<file path="src/rtl/turn_request_latch.sv">
// Left-turn request front end: per-direction sensor qualification, sticky
// request latches cleared by the serving phase, and served-phase counters.

module turn_press_detect #(
    parameter int DEBOUNCE_CYCLES = 1000000
) (
    input  logic clk,
    input  logic res,
    input  logic btn,
    output logic press
);

    localparam logic [31:0] LAST_COUNT = 32'(DEBOUNCE_CYCLES - 1);

    logic        sync_q1;
    logic        sync_q2;
    logic        stable;
    logic        stable_d;
    logic [31:0] count;

    // NOTE: sequential state uses non-blocking assignments so every flop
    // samples pre-edge values, independent of statement order.
    always_ff @(posedge clk) begin
        if (res) begin
            sync_q1  <= 1'b0;
            sync_q2  <= 1'b0;
            stable   <= 1'b0;
            stable_d <= 1'b0;
            count    <= '0;
        end else begin
            sync_q1  <= btn;
            sync_q2  <= sync_q1;
            stable_d <= stable;
            // Any return to the stable level before the count expires
            // discards the excursion as a glitch.
            if (sync_q2 == stable) begin
                count <= '0;
            end else if (count == LAST_COUNT) begin
                stable <= sync_q2;
                count  <= '0;
            end else begin
                count <= count + 32'd1;
            end
        end
    end

    // Only presses matter; releases are deliberately ignored downstream.
    assign press = stable & ~stable_d;

endmodule

module turn_request_slot #(
    parameter logic [3:0] S_SERVE   = 4'd6,
    parameter logic [3:0] S_HOLD    = 4'd7,
    parameter logic [3:0] S_INITOFF = 4'd10,
    parameter logic [3:0] S_INITON  = 4'd11
) (
    input  logic       clk,
    input  logic       res,
    input  logic [3:0] state,
    input  logic [3:0] prev_state,
    input  logic       press,
    output logic       req,
    output logic [7:0] served
);

    always_ff @(posedge clk) begin
        if (res) begin
            req    <= 1'b0;
            served <= '0;
        end else begin
            // Clear beats set: a press coinciding with init or serve is lost.
            if (state == S_INITOFF || state == S_INITON) begin
                req <= 1'b0;
            end else if (state == S_SERVE) begin
                req <= 1'b0;
            end else if (state == S_HOLD) begin
                req <= req;
            end else if (press) begin
                req <= 1'b1;
            end

            if (state == S_SERVE && prev_state != S_SERVE) begin
                served <= served + 8'd1;
            end
        end
    end

endmodule

module turn_request_latch #(
    parameter int         DEBOUNCE_CYCLES = 1000000,
    parameter logic [3:0] S_MTGSR         = 4'd6,
    parameter logic [3:0] S_MTYSR         = 4'd7,
    parameter logic [3:0] S_MRSTG         = 4'd8,
    parameter logic [3:0] S_MRSTY         = 4'd9,
    parameter logic [3:0] S_INITOFF       = 4'd10,
    parameter logic [3:0] S_INITON        = 4'd11
) (
    input  logic       clk,
    input  logic       res,
    input  logic       mainBtn,
    input  logic       sideBtn,
    input  logic [3:0] state,
    output logic       MLTReg,
    output logic       SLTReg,
    output logic [7:0] mainServed,
    output logic [7:0] sideServed
);

    logic [3:0] prev_state;
    logic       main_press;
    logic       side_press;

    always_ff @(posedge clk) begin
        if (res) begin
            prev_state <= '0;
        end else begin
            prev_state <= state;
        end
    end

    turn_press_detect #(
        .DEBOUNCE_CYCLES(DEBOUNCE_CYCLES)
    ) u_main_detect (
        .clk  (clk),
        .res  (res),
        .btn  (mainBtn),
        .press(main_press)
    );

    turn_press_detect #(
        .DEBOUNCE_CYCLES(DEBOUNCE_CYCLES)
    ) u_side_detect (
        .clk  (clk),
        .res  (res),
        .btn  (sideBtn),
        .press(side_press)
    );

    turn_request_slot #(
        .S_SERVE  (S_MTGSR),
        .S_HOLD   (S_MTYSR),
        .S_INITOFF(S_INITOFF),
        .S_INITON (S_INITON)
    ) u_main_slot (
        .clk       (clk),
        .res       (res),
        .state     (state),
        .prev_state(prev_state),
        .press     (main_press),
        .req       (MLTReg),
        .served    (mainServed)
    );

    turn_request_slot #(
        .S_SERVE  (S_MRSTG),
        .S_HOLD   (S_MRSTY),
        .S_INITOFF(S_INITOFF),
        .S_INITON (S_INITON)
    ) u_side_slot (
        .clk       (clk),
        .res       (res),
        .state     (state),
        .prev_state(prev_state),
        .press     (side_press),
        .req       (SLTReg),
        .served    (sideServed)
    );

endmodule

</file>
<file path="config.mk">
export PLATFORM = sky130hd
export DESIGN_NAME = turn_request_latch
export DESIGN_NICKNAME = d
export VERILOG_FILES = /design/src/rtl/turn_request_latch.sv
export SDC_FILE = /design/constraint.sdc
export NUM_CORES = 1
export LEC_CHECK = 0
export CORE_MARGIN = 1.5
export CORE_UTILIZATION = 30
export CTS_CLUSTER_DIAMETER = 200
export DETAILED_ROUTE_END_ITERATION = 16
export PLACE_DENSITY_LB_ADDON = 0.05
export SLEW_MARGIN = 20
export SYNTH_ARGS = -nofsm -noshare
export SYNTH_HDL_FRONTEND = slang
export SYNTH_HIERARCHICAL = 1
export SYNTH_SLANG_ARGS = --single-unit
</file>
<file path="constraint.sdc">
create_clock -name clk -period 4.7 [get_ports clk]
set_input_delay 0.705 -clock clk [delete_from_list [all_inputs] [get_ports clk]]
set_output_delay 0.705 -clock clk [all_outputs]
set_load 0.01 [all_outputs]
</file>
Word level (Yosys, flattened, before mapping)
Cells that the tools add are included.

storage, ports and cells
  register bits = 94
  input bits = 8
  output and inout bits = 18

operators by class
  add/subtract/negate cells = 4
  equality and inequality tests = 12
  bitwise operators = 8
  reduce and logical (&&, ||, !) cells = 11

operators with widths
  kind                                                                      number
  32-bit by 1-bit adder with 32-bit output (second input constant)          2
  32-bit by 20-bit equality test with 1-bit output (second input constant)  2
  8-bit by 1-bit adder with 8-bit output (second input constant)            2
  4-bit equality test (second input constant)                               4
  3-bit OR reduction                                                        4
  4-bit by 3-bit equality test with 1-bit output (second input constant)    2
  2-bit AND reduction                                                       4
  1-bit NOT                                                                 6
  4-bit by 3-bit inequality test with 1-bit output (second input constant)  1
  4-bit inequality test (second input constant)                             1
  1-bit AND                                                                 2
  1-bit equality test                                                       2
  1-bit logical AND                                                         2
  1-bit logical OR                                                          1

Depth between registers and ports, before layout
Gate-level depths: netlist of the first run.

  depth in word-level cells = 3
  depth in mapped cells = 7
  gate-level depth less buffers = 6

Cells and area by module
The synthesis of the first run kept the hierarchy.

modules (own cells, without submodules)
  module                            times used  cells an instance  area an instance (um^2)  sequential area each (um^2)
  turn_press_detect                 2           175                1,611.5                  720.7
  turn_request_slot at u_side_slot  1           53                 489.2                    180.2
  turn_request_slot at u_main_slot  1           54                 480.5                    180.2
  turn_request_latch                1           8                  105.1                    80.1

Worst setup path after synthesis of the first run
No wires, ideal clock.

  kind = in2reg
  start point = in state[1]
  end point = reg u_side_slot.served[6]
  setup time = 0.121 ns
  arrival = 1.976 ns
  data required time = 4.579 ns
  slack = 2.604 ns
  stages on the path = 4
  buffers on the path = 1
  path through = or4b_4 > buf_6 > nor4b_2 > mux2_2

on the way
  cells in the longest elaborated chain, start to end = 2

ends and longest elaborated chain
  item                  RTL line  RTL
  start, declared       104       input logic [3:0] state,
  4-bit equality test   83        if (state == S_SERVE && prev_state != S_SERVE) begin
  1-bit logical AND     83
  end signal, assigned  84        served <= served + 8'd1;
  end, declared         64        output logic [7:0] served

No other way between the ends.
A chain may end at the register's enable or synchronous reset.

Final worst setup path of the first run
  start point = in state[3]
  end point = reg u_main_slot.served[6]

on the way
  cells in the longest elaborated chain, start to end = 2

ends and longest elaborated chain
  item                                            RTL line
  4-bit by 3-bit equality test with 1-bit output  83
  1-bit logical AND                               83
  end signal, assigned                            84
  end, declared                                   64

No other way between the ends.

==> impl_metrics.toml, run 1 <==
[global_route]
grt_max_degree = 31
first_global_vias = 3204
antenna_found_initial = 0
grt_util_all_layers = 0.133
grt_pass1_wl_mm = 15.7
overflow = 0

[floorplan]
io_pins = 26
fp.coreArea_um2 = 13900
die_w_um = 123
rows = 43
start_util = 0.308
die_y_um = 123
die_area_um2 = 15100

[sta]
max_freq_mhz = 414
final_hold_viol_count = 0
fin_setup_tns_ns = 0
slew_headroom = 0.320
maxSlewViolCount = 0
post-route-period-util = 0.514
finalSetupViolations = 0
rsz0062_at_grt = "no"
min_period_ns = 2.42
finClkSkew_ns = 0.00840
tightest_slew_ns = 1.01

[final_layout]
final_nets = 502
fin_util = 0.365
insertedDiodeCount = 0
final_cells = 675
area_growth_pct = 18.3
drive_above_1_share = 0.0929

[synthesis]
ys_warn_count = 6
syn_area_um2 = 4300
syn_avg_cell_area_um2 = 9.24
synth_common_cells = "dfxtp_1 (94), nor2_1 (74), xor2_1 (46)"
synth_edf_count = 0
ys_seq_area_frac = 0.438
async_flop_share = 0
synth-seq-cells = 94
synth.most_common_cell = "dfxtp_1"
ys_top_cells_by_area = "dfxtp_1 (44%), xor2_1 (9.4%), nor2_1 (6.5%)"
synthCells = 465
synth_cell_types = 44
synthFlopType = "dfxtp_1"
yosys.area.top_type_share = 0.438
syn_nets = 477
netlist.top_cell.by_area = "dfxtp_1"

[pwr]
power_density_nw_per_um2 = 331
p_leak_nw = 1.66
p_total_mw = 1.68
irDropWorstVdd_uv = 150

[cts]
cts_hold_buf = 0
cts-resized-gates = 0
cts_tree = "done"
clk_latency_ns = 0.34
htree_num_levels = 3
path_clk_slew_ns = 0.07
cts_num_sinks = 94
cts_made_buffers = 9
cts-root-buf = "clkbuf_16"
cts_max_path_buffers = 2
cts_setup_buffers = 0

[critical_path]
reg2reg_setup_slack_ns = 2.34
critPathArrivalTime_ns = 2.65
worstSetupPathType = "in -> reg"
worstSetupStartpointType = "input pin"
crit_family = "simple AND/OR/NAND/NOR gates"
slowest_stage = "or4_1"
end_kind = "flip-flop"
cp_max_fo = 12
path_buf_inv = 1
crit_path_cell_trace = "clkdlybuf4s50_1, nand4bb_1, or4_1, mux2_1"
required_ns = 4.93
slowest_delay_ns = 0.63

[placement]
dp_cells = 659
io_buffer_count = 25
gp_congestion = 0.728
place_hpwl_mm = 6.20

[detailed_routing]
dr.pass1.iters = 5
drtIter0Drc = 180
via_count = 3328
wl_mm = 9.06
antenna_left = 0
remaining_drc_errors = 0
wl_per_cell_um = 13.4
viasPerCell = 4.93

[flow_run]
drv_cap = 0

[status]
status = "finished clean"

[min_path]
hold_path.class = "reg -> reg"
## final timing paths
path | from | endpoint | cells past startpoint
worst max-delay path | state[3] | u_main_slot/served[6]$_SDFFE_PP0P_ | 4
worst min-delay path | u_main_detect/sync_q1$_SDFF_PP0_ | u_main_detect/sync_q2$_SDFF_PP0_ | 1
worst max register to register | u_main_detect/count[9]$_SDFF_PP0_ | u_main_detect/count[26]$_SDFF_PP0_ | 5
worst min register to register | u_main_detect/sync_q1$_SDFF_PP0_ | u_main_detect/sync_q2$_SDFF_PP0_ | 1
## flip-flops by register name, summed over array words and instances, names as in the netlist, 4 cells and up
register and count:
u_side_detect/count 32, u_main_slot/served 8, u_main_detect/count 32, u_side_slot/served 8, prev_state 4
## placed cells by master (no fill, tap or decap), types with 7 or more instances in the layout
cell type / n
a21oi_1: 12
and3_1: 8
and4_1: 8
clkbuf_16: 9
clkdlybuf4s50_1: 25
dfxtp_1: 94
inv_1: 7
mux2_2: 9
nand2_1: 19
nand3_1: 28
nand4_1: 26
nor2_1: 74
nor2b_1: 20
nor3_1: 8
nor4_1: 11
o31ai_1: 8
or4_1: 9
xnor2_1: 14
xor2_1: 46
## routing by layer
layer / wire length [um] / global-route usage / up-vias / share of wire
li1: - / - / 1694 / -
met1: 4660 / 0.183 / 1578 / 0.51
met2: 3960 / 0.197 / 45 / 0.44
met3: 247 / 0.0256 / 11 / 0.027
met4: 189 / 0.0698 / 0 / 0.021
met5: 0 / 0 / - / 0
## power breakdown
group | internal, mW | switching (mW) | total (mW)
combinational | 0.0144 | 0.0191 | 0.0335
clock | 0.536 | 0.308 | 0.843
sequential | 0.801 | 0.00344 | 0.804
## stage by stage
step,setup slack (ns),hold WS (ns),instance area (um2)
6_report,2.28,0.439,5080
5_1_grt,2.13,0.460,5080
4_1_cts,2.27,0.447,5070
3_5_place_dp,1.90,0.433,4720
3_3_place_gp,1.95,0.424,4720
2_1_floorplan,2.60,0.414,4300
## worst reg2reg max path, stage by stage (launching register included)
cell	delay [ns]
dfxtp_1	0.43
nor4b_1	0.38
nand4_1	0.17
nor4_1	0.49
or2_2	0.63
nor2_1	0.12
## layout make-up
| class | count | area [um2] |
|---|---|---|
| Inverter | 7 | 26.3 |
| Clock buffer | 11 | 243 |
| Multi-Input combinational cell | 352 | 2340 |
| Tap cell | 180 | 225 |
| Sequential cell | 94 | 1880 |
| Fill cell | 1443 | 8850 |
| Clock inverter | 5 | 106 |
| Timing Repair Buffer | 26 | 258 |
## cell families (layout without fill, tap and decap cells)
family          after synthesis  count (layout)  share of synthesized area
mux                          10              10                     0.0262
xor+xnor                     60              60                      0.122
simple gates                253             253                      0.348
fa+ha+maj                     4               4                     0.0116
compound gates               25              25                     0.0338
flops                        94              94                      0.438
buf+inv                      19              49                     0.0207
No activity file was read; power rests on OpenSTA's default activity.
==> inputs of run 2 (changes only) <==
==> constraint.sdc (replaced) <==
create_clock -name clk -period 2.3 [get_ports clk]
set_input_delay 0.345 -clock clk [delete_from_list [all_inputs] [get_ports clk]]
set_output_delay 0.345 -clock clk [all_outputs]
set_load 0.01 [all_outputs]
==> run 2 against run 1 <==
Against the previous run: first-iteration DRC count down 37%; sequential power up 100%; worst hold slack worse by 0.0014 ns; die area is the same; sequential cell count did not move; sequential share of layout area fell by 0.57 points; design area is 1.6% higher; critical endpoint is now u_main_detect/count[18]$_SDFF_PP0_; highest routed layer unchanged.
==> impl_metrics.toml, run 2 (synthesis results as in run 1) <==
[global_route]
gr-max-usage-layer = "met2"
grt_util_all_layers = 0.135
grt_max_degree = 31
overflow = 0
use_met2 = 0.206
antenna_found_initial = 0
first_global_vias = 3317
use_met1 = 0.178
grt_util_met3 = 0.0283
grt_pass1_wl_mm = 16.0

[min_path]
whs_path_depth = 1
hold_path.class = "reg -> reg"
hold_start = "u_main_detect/sync_q1$_SDFF_PP0_"
hold_end = "u_main_detect/sync_q2$_SDFF_PP0_"

[pwr]
p_leak_nw = 1.73
switchingPower_uw = 658
irDropWorstVdd_uv = 293
power_frac_clock = 0.443
power_switching_share = 0.213
power_density_nw_per_um2 = 599
comb_power_share = 0.026
seqPwrFrac = 0.531
p_total_mw = 3.09
p_int_mw = 2.43

[critical_path]
required_ns = 2.53
reg2reg_setup_slack_ns = 0.23
end_kind = "flip-flop"
worstSetupPathType = "reg -> reg"
r2r_cells = 6
slowest_delay_ns = 0.50
critPathArrivalTime_ns = 2.30
worstSetupStartpointType = "flip-flop"
cp_max_fo = 30
r2r_start = "u_main_detect/count[8]$_SDFF_PP0_"
crit_family = "simple AND/OR/NAND/NOR gates"
r2r-end = "u_main_detect/count[18]$_SDFF_PP0_"
slowest_stage = "nor4_1"
crit_path_cell_trace = "nor4b_1, nand4_1, nor4_1, or2_2, buf_12, nor2_1"
path_buf_inv = 1

[final_layout]
design_area_um2 = 5160
fill_cells = 1436
final_nets = 521
top_regs = "u_main_detect/count (32), u_side_detect/count (32)"
final_common_cell = "dfxtp_1"
insertedDiodeCount = 0
most-common-layout-cells = "dfxtp_1 (94), nor2_1 (74), xor2_1 (46)"
drive_above_1_share = 0.125
area_growth_pct = 20.1

[sta]
post-route-period-util = 0.899
finClkSkew_ns = 0.00609
maxSlewViolCount = 0
min_period_ns = 2.07
rsz0062_at_grt = "no"
final_hold_viol_count = 0
finalSetupViolations = 0
max_freq_mhz = 484
post-route-worst-setup-slack_ns = 0.232
tightest_slew_ns = 0.484
slew_headroom = 0.674
fin_setup_tns_ns = 0

[floorplan]
die_area_um2 = 15100
rows = 43
die_w_um = 123
fp.coreArea_um2 = 13900
start_util = 0.308
io_pins = 26
die_y_um = 123

[placement]
place_area_um2 = 4890
gp_congestion = 0.787
pre_cts_ws_ns = 0.0840
place_hpwl_mm = 6.37
io_buffer_count = 25

[cts]
clk_latency_ns = 0.34
cts_num_sinks = 94
cts_tree = "done"
cts-root-buf = "clkbuf_16"
path_clk_slew_ns = 0.06
cts_max_path_buffers = 2
cts_hold_buf = 0
cts_made_buffers = 9
htree_num_levels = 3
cts-resized-gates = 0
cts_setup_buffers = 0

[detailed_routing]
remaining_drc_errors = 0
viasPerCell = 4.84
dr.pass1.iters = 4
antenna_left = 0
wl_per_cell_um = 13.3
drtIter0Drc = 113
via_count = 3362
wl_mm = 9.25

[flow_run]
drv_cap = 0

[status]
status = "finished clean"
run 2: layer usage:
| layer | share of wire | vias to the layer above |
|---|---|---|
| met5 | 0 | - |
| met1 | 0.51 | 1570 |
| met4 | 0.021 | 0 |
| met2 | 0.44 | 41 |
| li1 | - | 1737 |
| met3 | 0.030 | 14 |
run 2: per-stage QoR:
stage	utilization	hold slack (ns)	instances
finish	0.370	0.437	694
global route	0.370	0.456	694
CTS	0.370	0.440	694
detailed placement	0.351	0.425	678
global placement	0.351	0.420	678
floorplan	-	0.414	465
run 2: how the worst max path moves through the flow:
| stage | start | end | slack, ns | cells after the start |
|---|---|---|---|---|
| final | u_main_detect/count[8]$_SDFF_PP0_ | u_main_detect/count[18]$_SDFF_PP0_ | 0.23 | 6 |
| after global routing | u_side_detect/count[8]$_SDFF_PP0_ | u_side_detect/count[15]$_SDFF_PP0_ | 0.07 | 7 |
| after CTS | u_side_detect/count[8]$_SDFF_PP0_ | u_side_detect/count[15]$_SDFF_PP0_ | 0.20 | 7 |
| after detailed placement | state[0] | u_side_slot/served[5]$_SDFFE_PP0P_ | 0.08 | 4 |
| after global placement | state[1] | u_side_slot/served[5]$_SDFFE_PP0P_ | 0.11 | 4 |
| after floorplan | u_main_detect/count[0]$_SDFF_PP0_ | u_main_detect/count[30]$_SDFF_PP0_ | 0.56 | 6 |
run 2: final cells by class:
class | count | area, um2 | share of cell area
clock buffers | 12 | 246 | 0.0478
clock inverters | 4 | 22.5 | 0.00436
inverters | 7 | 26.3 | 0.00509
multi-input cells | 352 | 2330 | 0.452
flip-flops and latches | 94 | 1880 | 0.365
well taps | 180 | 225 | 0.0436
repair buffers | 45 | 425 | 0.0824
run 2: worst reg2reg max path: cells and delay by family (launching register included):
kind | cells | cell delay [ns]
buf+inv | 1 | 0.18
flops | 1 | 0.37
simple gates | 5 | 1.41
run 2: power by group through the flow:
stage	sequential (mW)	combinational, mW	clock [mW]
2_1_floorplan	1.68	0.0381	0
3_3_place_gp	1.68	0.0816	0
3_5_place_dp	1.68	0.0825	0
4_1_cts	1.64	0.0826	1.44
5_1_grt	1.64	0.0891	1.51
6_report	1.64	0.0807	1.37
==> inputs of run 3 (changes only) <==
--- a/config.mk
+++ b/config.mk
@@ -10,7 +10,7 @@
 export CTS_CLUSTER_DIAMETER = 200
 export DETAILED_ROUTE_END_ITERATION = 16
 export PLACE_DENSITY_LB_ADDON = 0.05
-export SLEW_MARGIN = 20
+export SLEW_MARGIN = 25
 export SYNTH_ARGS = -nofsm -noshare
 export SYNTH_HDL_FRONTEND = slang
 export SYNTH_HIERARCHICAL = 1
==> results of run 3 <==
Final layout, timing and power as in run 2 (identical DEF).
